File: src/rtl/seq_muldiv_unit.sv
// seq_muldiv_unit: iterative signed multiply / divide, one bit per cycle.
// Shift-add MUL and restoring DIV share one magnitude work register pair.
module seq_muldiv_unit #(
    parameter int WIDTH = 32
) (
    input  logic             Clock,
    input  logic             Clear,
    input  logic             Start,
    input  logic             Op,
    input  logic [WIDTH-1:0] A,
    input  logic [WIDTH-1:0] B,
    output logic             Busy,
    output logic             Done,
    output logic [WIDTH-1:0] Hi,
    output logic [WIDTH-1:0] Lo,
    output logic             DivByZero
);
    localparam logic [1:0] IDLE = 2'd0;
    localparam logic [1:0] RUN  = 2'd1;
    localparam logic [1:0] DONE = 2'd2;
    localparam int CW = $clog2(WIDTH);

    logic [1:0]         state;
    logic [CW-1:0]      count;
    logic               op_q;
    logic               neg_q;
    logic               sign_a_q;
    logic               bzero_q;
    logic [WIDTH-1:0]   opnd;
    logic [WIDTH-1:0]   work_hi;
    logic [WIDTH-1:0]   work_lo;
    logic [WIDTH-1:0]   hi_q;
    logic [WIDTH-1:0]   lo_q;
    logic               dbz_q;

    logic               accept;
    logic               last;
    logic [WIDTH:0]     mul_sum;
    logic [WIDTH:0]     div_shift;
    logic [WIDTH:0]     div_diff;
    logic               div_ok;
    logic [WIDTH-1:0]   nx_hi;
    logic [WIDTH-1:0]   nx_lo;
    logic [2*WIDTH-1:0] prod;
    logic [WIDTH-1:0]   fin_hi;
    logic [WIDTH-1:0]   fin_lo;

    function automatic logic [WIDTH-1:0] magnitude(input logic [WIDTH-1:0] v);
        return v[WIDTH-1] ? -v : v;
    endfunction

    assign accept = Start && (state == IDLE || state == DONE);
    assign last   = (count == CW'(WIDTH - 1));

    // MUL: work_hi = partial product, work_lo = multiplier shifting out.
    // DIV: work_hi = partial remainder, work_lo = dividend in / quotient out.
    always_comb begin
        mul_sum   = {1'b0, work_hi} + (work_lo[0] ? {1'b0, opnd} : '0);
        div_shift = {work_hi, work_lo[WIDTH-1]};
        div_diff  = div_shift - {1'b0, opnd};
        div_ok    = ~div_diff[WIDTH];
        if (op_q) begin
            nx_hi = div_ok ? div_diff[WIDTH-1:0] : div_shift[WIDTH-1:0];
            nx_lo = {work_lo[WIDTH-2:0], div_ok};
        end else begin
            nx_hi = mul_sum[WIDTH:1];
            nx_lo = {mul_sum[0], work_lo[WIDTH-1:1]};
        end
        prod = neg_q ? -{nx_hi, nx_lo} : {nx_hi, nx_lo};
        if (op_q) begin
            fin_hi = sign_a_q ? -nx_hi : nx_hi;
            fin_lo = bzero_q ? '1 : (neg_q ? -nx_lo : nx_lo);
        end else begin
            fin_hi = prod[2*WIDTH-1:WIDTH];
            fin_lo = prod[WIDTH-1:0];
        end
    end

    always_ff @(posedge Clock) begin
        if (Clear) begin
            state    <= IDLE;
            count    <= '0;
            op_q     <= 1'b0;
            neg_q    <= 1'b0;
            sign_a_q <= 1'b0;
            bzero_q  <= 1'b0;
            opnd     <= '0;
            work_hi  <= '0;
            work_lo  <= '0;
            hi_q     <= '0;
            lo_q     <= '0;
            dbz_q    <= 1'b0;
        end else begin
            case (state)
                IDLE, DONE: begin
                    if (accept) begin
                        state    <= RUN;
                        count    <= '0;
                        op_q     <= Op;
                        neg_q    <= A[WIDTH-1] ^ B[WIDTH-1];
                        sign_a_q <= A[WIDTH-1];
                        bzero_q  <= (B == '0);
                        opnd     <= Op ? magnitude(B) : magnitude(A);
                        work_hi  <= '0;
                        work_lo  <= Op ? magnitude(A) : magnitude(B);
                        hi_q     <= '0;
                        lo_q     <= '0;
                        dbz_q    <= 1'b0;
                    end else begin
                        state <= IDLE;
                    end
                end
                RUN: begin
                    work_hi <= nx_hi;
                    work_lo <= nx_lo;
                    count   <= count + CW'(1);
                    if (last) begin
                        state <= DONE;
                        hi_q  <= fin_hi;
                        lo_q  <= fin_lo;
                        dbz_q <= op_q & bzero_q;
                    end
                end
                default: state <= IDLE;
            endcase
        end
    end

    assign Busy      = (state == RUN);
    assign Done      = (state == DONE);
    assign Hi        = hi_q;
    assign Lo        = lo_q;
    assign DivByZero = dbz_q;

endmodule
File: config.mk
export PLATFORM = sky130hd
export DESIGN_NAME = seq_muldiv_unit
export DESIGN_NICKNAME = d
export VERILOG_FILES = /design/src/rtl/seq_muldiv_unit.sv
export SDC_FILE = /design/constraint.sdc
export NUM_CORES = 1
export LEC_CHECK = 0
export ABC_AREA = 1
export CELL_PAD_IN_SITES_DETAIL_PLACEMENT = 0
export CELL_PAD_IN_SITES_GLOBAL_PLACEMENT = 2
export CORE_ASPECT_RATIO = 1.2
export CORE_MARGIN = 2
export CORE_UTILIZATION = 32
export CTS_BUF_LIST = sky130_fd_sc_hd__clkbuf_2 sky130_fd_sc_hd__clkbuf_4 sky130_fd_sc_hd__clkbuf_8
export CTS_CLUSTER_SIZE = 8
export DETAILED_ROUTE_END_ITERATION = 10
export PLACE_DENSITY = 0.92
export REMOVE_ABC_BUFFERS = 1
export SETUP_SLACK_MARGIN = 0.05
export SLEW_MARGIN = 25
export SYNTH_ARGS = -nofsm -noshare
export SYNTH_HDL_FRONTEND = slang
export SYNTH_SLANG_ARGS = --single-unit
File: constraint.sdc
create_clock -name Clock -period 4.6 [get_ports Clock]
set_input_delay 1.38 -clock Clock [delete_from_list [all_inputs] [get_ports Clock]]
set_output_delay 1.38 -clock Clock [all_outputs]
set_load 0.02 [all_outputs]
# Word-level counts from Yosys, hierarchy flattened
# Cells that the tools add are included.
[totals] out_inout_bits=67 reg_bits=172 wordCells=67 in_bits=68
[classes] eq_ne=5 add_sub_neg=8 bitwise_logic=3 mux=30 reduce_logical=9
[ops] operator="$mux 32" n=17
[ops] operator="$pmux 32 s2" n=4
[ops] operator="$neg 32->32" n=4
[ops] operator="$mux 64" n=1
[ops] operator="$neg 64->64" n=1
[ops] operator="$add 32x32->33" n=1
[ops] operator="$sub 33x32->33" n=1
[ops] operator="$logic_not 32->1" n=1
[ops] operator="$pmux 5 s2" n=1
[ops] operator="$add 5x1->5 const B" n=1
[ops] operator="$eq 5x5->1 const B" n=1
[ops] operator="$mux 5" n=1
[ops] operator="$pmux 2 s2" n=1
[ops] operator="$reduce_and 2->1" n=2
[ops] operator="$mux 1" n=3
[ops] operator="$reduce_and 3->1" n=1
[ops] operator="$eq 2x1->1 const B" n=1
[ops] operator="$eq 2x2->1 const B" n=1
[ops] operator="$logic_not 2->1" n=1
[ops] operator="$mux 2" n=1
[ops] operator="$ne 2x1->1 const B" n=1
[ops] operator="$ne 2x2->1 const B" n=1
[ops] operator="$pmux 1 s2" n=1
[ops] operator="$reduce_bool 2->1" n=1
[ops] operator="6 further kinds" n=6

# Depth between registers and ports, before layout
[logic_depth] ltp_word=9 mapped_depth=35 depth_no_buf=35

# Least setup slack after synthesis
# OpenSTA, ideal clock, no wires.
[synth_path] path_type="reg2reg" start="register work_lo[31]" end="register hi_q[30], in the netlist Hi[30]" period_less_slack_ns=3.785 n_path_buf=0 setup_ns=0.132 t_arrival_ns=3.653 slack_ns=0.815 path_stages_with_launch=34 required_time_ns=4.468 cell_sequence="dfxtp_1 inv_1 ha_1 inv_1 fa_1 nand2_1 nand2_1 nand3_1 nand2_1 nand2_1 nand2_1 nand2_4 nand2_4 nand2_4 nand2_4 nand2_4 nand2_2 inv_2 ha_1 nand3_1 inv_1 nand4_1 nor2_1 nand3_1 nor3_1 nand3_1 nor2_1 nand2_1 o21ai_1 nand2_2 nor2_4 nand3_1 nand3_1 a21oi_1"
[synth_via] elab_chain_len=8 word_cells_on_any_way=12 classes_between="3 x add/sub; 8 x mux; 1 x bitwise"
[synth_rtl] element="start: declaration" line="31" text="logic [WIDTH-1:0] work_lo;"
[synth_rtl] element="start signal: assignment" line="105" text="work_lo <= Op ? magnitude(A) : magnitude(B);"
[synth_rtl] element="start signal: assignment" line="115" text="work_lo <= nx_lo;"
[synth_rtl] element="$sub 33x32->33" line="60" text="div_diff = div_shift - {1'b0, opnd};"
[synth_rtl] element="$mux 32 or $not 1->1 (tied branches)" line="63, 61"
[synth_rtl] element="$mux 32" line="62" text="if (op_q) begin"
[synth_rtl] element="$neg 64->64 or $neg 32->32 (tied branches)" line="69, 71"
[synth_rtl] element="$mux 64 or $mux 32 (tied branches)" line="69, 71"
[synth_rtl] element="$mux 32 *" line="70" text="if (op_q) begin"
[synth_rtl] element="$mux 32 *" line="117" text="if (last) begin"
[synth_rtl] element="$pmux 32 s2 *" line="94" text="case (state)"
[synth_rtl] element="end signal: assignment" line="119" text="hi_q <= fin_hi;"
[synth_rtl] element="end: declaration" line="32" text="logic [WIDTH-1:0] hi_q;"
# Every way passes the cells marked *; elsewhere a longest branch is shown, timed or not. The select of a mux whose other input is x is not followed.
# A chain may end at the register's enable or synchronous reset.

# Worst setup path in the final report
[layout_path] start="register work_lo[0]" end="register hi_q[31], in the netlist Hi[31]"
[layout_via] elab_chain_len=8 word_cells_on_any_way=11 classes_between="3 x add/sub; 8 x mux"
[layout_rtl] element="$mux 32" line="58" text="mul_sum = {1'b0, work_hi} + (work_lo[0] ? {1'b0, opnd} : '0);"
[layout_rtl] element="$add 32x32->33" line="58"
[layout_rtl] element="$mux 32" line="62"
[layout_rtl] element="$neg 64->64 or $neg 32->32 (tied branches)" line="69, 71"
[layout_rtl] element="$mux 64 or $mux 32 (tied branches)" line="69, 71"
[layout_rtl] element="$mux 32 *" line="70"
[layout_rtl] element="$mux 32 *" line="117"
[layout_rtl] element="$pmux 32 s2 *" line="94"
# Marks and branches as above.

==> flow_summary.json <==
{
  "power_density_mw_per_mm2": 295,
  "max-clock-path-buffers": 2,
  "cts_buffers": 17,
  "postRouteAntennaNets": 0,
  "ys_seq_area_share_pct": 20.9,
  "rows": 91,
  "ys_types": 58,
  "hold_slack_ns": 0.469,
  "cap_violations": 0,
  "r2r_slack_ns": 0.34,
  "async_flop_share_pct": 0,
  "htreeDepth": 4,
  "stdcell_count": 3636,
  "switching_share_pct": 49.1,
  "maxSlewViolCount": 0,
  "hold_path_end": "Lo[23]",
  "clockRootBuffer": "clkbuf_8",
  "m1WireLength_mm": 32.2,
  "routed.top_layer": "met4",
  "setup_viol": 0,
  "crit_path_start_kind": "flip-flop",
  "first_pass_iters": 9,
  "switching_power_mw": 2.79,
  "finalCriticalPeriod_ns": 4.26,
  "required_ns": 5.08,
  "routabilityCongestion": 1.05,
  "combPwrFrac_pct": 50.6,
  "pwr-share-seq_pct": 28.6,
  "cp.arrival_ns": 4.74,
  "design.die.area_mm2": 0.0534,
  "cts.sinks": 172,
  "drtIter0Drc": 1566,
  "synthCells": 2838,
  "yosysTopAreaCell": "dfxtp_1",
  "reg2reg_depth": 24,
  "synth_seq_cells": 172,
  "cts_tree": "done",
  "gr-total-overflow": 0,
  "outcome": "completed",
  "num-nets-final": 3112,
  "hold_viol_final": 0,
  "clkPwrFrac_pct": 20.8,
  "hp-start": "Lo[23]",
  "fp.dieW_um": 211,
  "finClkSkew_ns": 0.0265,
  "drcViolationCount": 0,
  "clk_latency_ns": 0.55,
  "routed_wl_mm": 75.0,
  "port_buffers": 134,
  "worstReg2RegEnd": "Hi[31]",
  "synth_area_leaders": "dfxtp_1 21%, nand2_1 19%, inv_1 9.0%, nand3_1 6.7%, nor2_1 6.0%",
  "hold_class": "flip-flop to flip-flop",
  "p_int_mw": 2.90,
  "max_slew_margin_pct": 27.9,
  "synth.avg_cell_area_um2": 5.81,
  "postCtsSetupRepairBufs": 0,
  "yosys_most_used_dff": "dfxtp_1",
  "num_antenna_cells": 0,
  "wl_met3_mm": 2.84,
  "avgRoutedWirePerCell_um": 20.6,
  "rsz0062_at_grt": "true",
  "r2r_start": "work_lo[0]",
  "antenna_found_initial": 0,
  "crit_fanout": 24,
  "max_clock_freq_ghz": 0.235,
  "fill_cells": 5685,
  "via_per_inst": 5.25,
  "post-route-period-util_pct": 92.6,
  "drive_above_1_share_pct": 8.07,
  "met2_length_mm": 35.5,
  "grt_pass1_vias": 18251,
  "hold_depth": 2,
  "fp.dieH_um": 253,
  "dp.cells": 3604,
  "start_util_pct": 32.3,
  "area_growth_pct": 17.1,
  "dp_hpwl_mm": 60.7,
  "dr_total_vias": 19084,
  "crit_path_end_kind": "flip-flop",
  "synth_top_area_share_pct": 20.9,
  "coreArea_mm2": 0.0511,
  "yosysWarnings": 0,
  "worst_slew_pin_slew_ns": 1.07,
  "pin_count": 135,
  "power_leakage_nw": 9.46,
  "crit_type": "flip-flop to flip-flop",
  "synth_edf_count": 0,
  "grt_usage_pct": 27.9,
  "grt_max_degree": 66,
  "clk_pin_slew_ns": 0.11,
  "grt_pass1_wl_mm": 112,
  "ir_drop_mv": 0.244,
  "netlist_area_mm2": 0.0165
}
placed cells by master, fill, tap and decap left out, drive strengths merged, types with 40 or more instances in the layout:
| cell | instances |
|---|---|
| nor2 | 284 |
| buf | 84 |
| ha | 70 |
| a31oi | 40 |
| inv | 419 |
| nand2 | 876 |
| clkdlybuf4s50 | 133 |
| xor2 | 53 |
| dfxtp | 172 |
| o21ai | 173 |
| nand3 | 230 |
| a21oi | 169 |
kinds of logic (layout without fill, tap and decap cells):
family / count (synthesis) / count (layout) / synth area share (%)
AND/OR/NAND/NOR: 1482 / 1482 / 38.4
AO/OA/AOI/OAI: 510 / 510 / 18.4
buffers and inverters: 517 / 664 / 12.2
flip-flops: 172 / 172 / 20.9
XOR/XNOR: 85 / 85 / 4.51
adder cells (fa/ha/maj): 72 / 72 / 5.55
layout make-up:
type / count / area (µm²) / area share [%]
repair buffers: 217 / 1980 / 10.3
clock buffers: 18 / 248 / 1.28
multi-input cells: 2149 / 11100 / 57.5
inverters: 415 / 1560 / 8.07
clock inverters: 14 / 151 / 0.784
well taps: 651 / 815 / 4.22
flip-flops and latches: 172 / 3450 / 17.8
cell usage after synthesis, types with 3 or more instances:
| cell | number |
|---|---|
| o21bai_1 | 15 |
| a21oi_2 | 7 |
| nand2_2 | 25 |
| nand3_2 | 8 |
| a221oi_1 | 3 |
| a21oi_4 | 4 |
| a21oi_1 | 158 |
| nor2_2 | 13 |
| nor2_1 | 265 |
| a21boi_0 | 3 |
| nor4_1 | 8 |
| a22oi_1 | 7 |
| o22ai_1 | 22 |
| xnor2_1 | 32 |
| a31oi_1 | 40 |
| a211oi_1 | 3 |
| a32o_1 | 8 |
| nand3_1 | 220 |
| nand3b_1 | 12 |
| o211ai_1 | 29 |
| buf_2 | 15 |
| nor3_1 | 27 |
| inv_2 | 15 |
| inv_1 | 396 |
| o221ai_1 | 16 |
| xor2_1 | 53 |
| o21ai_2 | 4 |
| buf_1 | 10 |
| dfxtp_1 | 172 |
| nor2_4 | 6 |
| nand4_1 | 27 |
| nand2_1 | 844 |
| o31ai_1 | 3 |
| a21o_1 | 10 |
| o21ai_0 | 160 |
| clkbuf_1 | 71 |
| nand2_4 | 7 |
| or2_2 | 10 |
| o21ai_1 | 9 |
| clkinv_1 | 4 |
| o21a_1 | 5 |
| ha_1 | 70 |
how the worst max path moves through the flow:
stage / from / end / slack [ns] / cells past startpoint
4_1_cts: work_lo[0] / Hi[31] / 0.25 / 22
3_3_place_gp: A[0] / work_lo[28] / 0.20 / 13
3_5_place_dp: A[0] / work_lo[28] / 0.09 / 13
6_report: work_lo[0] / Hi[31] / 0.34 / 24
2_1_floorplan: op_q / Hi[26] / -1.09 / 20
5_1_grt: work_lo[31] / Hi[22] / 0.04 / 34
sequential cells by signal, summed over array words and instances (netlist names), 2 cells and up:
| signal | cells |
|---|---|
| Hi | 32 |
| Lo | 32 |
| count | 5 |
| opnd | 32 |
| state | 2 |
| work_hi | 32 |
| work_lo | 32 |
stage by stage:
| stage | setup WS (ns) | util (%) | power (mW) | instance area (µm²) | setup TNS, ns |
|---|---|---|---|---|---|
| global route | 0.0431 | 37.8 | 6.04 | 19300 | 0 |
| floorplan | -1.09 | - | 3.43 | 16000 | -49.92 |
| detailed placement | 0.0916 | 36.8 | 4.47 | 18800 | 0 |
| finish | 0.339 | 37.8 | 5.69 | 19300 | 0 |
| CTS | 0.249 | 37.6 | 5.64 | 19200 | 0 |
| global placement | 0.195 | 36.8 | 4.47 | 18800 | 0 |
worst max-delay path, cell delays in order (launching register included):
cell and delay (ns):
dfxtp_1 0.58, buf_6 0.31, nand2_1 0.11, inv_1 0.06
ha_1 0.20, inv_1 0.09, o21bai_1 0.23, a21boi_0 0.13
nand2_1 0.23, nand2_1 0.08, nand2_1 0.25, nand3_1 0.15
nand3_1 0.11, nand3_1 0.13, nand2_1 0.39, nand2_1 0.18
nor2_2 0.22, nand2_1 0.08, nor2_1 0.18, nand2_1 0.08
nand2_1 0.08, nand2_1 0.07, nand2_1 0.06, nand3_1 0.09
a21oi_2 0.13
layer usage:
layer	up-vias	track usage, %
met1	8915	34.2
met4	0	15.7
met5	-	0
met3	137	2.66
met2	572	47.7
li1	9460	-
power by group through the flow:
stage / Clock, mW / Combinational, mW / Sequential, mW
after floorplan: 0 / 1.78 / 1.65
after global placement: 0 / 2.82 / 1.65
after detailed placement: 0 / 2.81 / 1.66
after CTS: 1.20 / 2.82 / 1.62
after global routing: 1.24 / 3.17 / 1.63
final: 1.18 / 2.88 / 1.63
repair_timing:
item                       CTS  global route
resized for setup            0            22
setup endpoints to repair    0            17
hold buffers                 0             0
(Power assumes the default switching activity.)
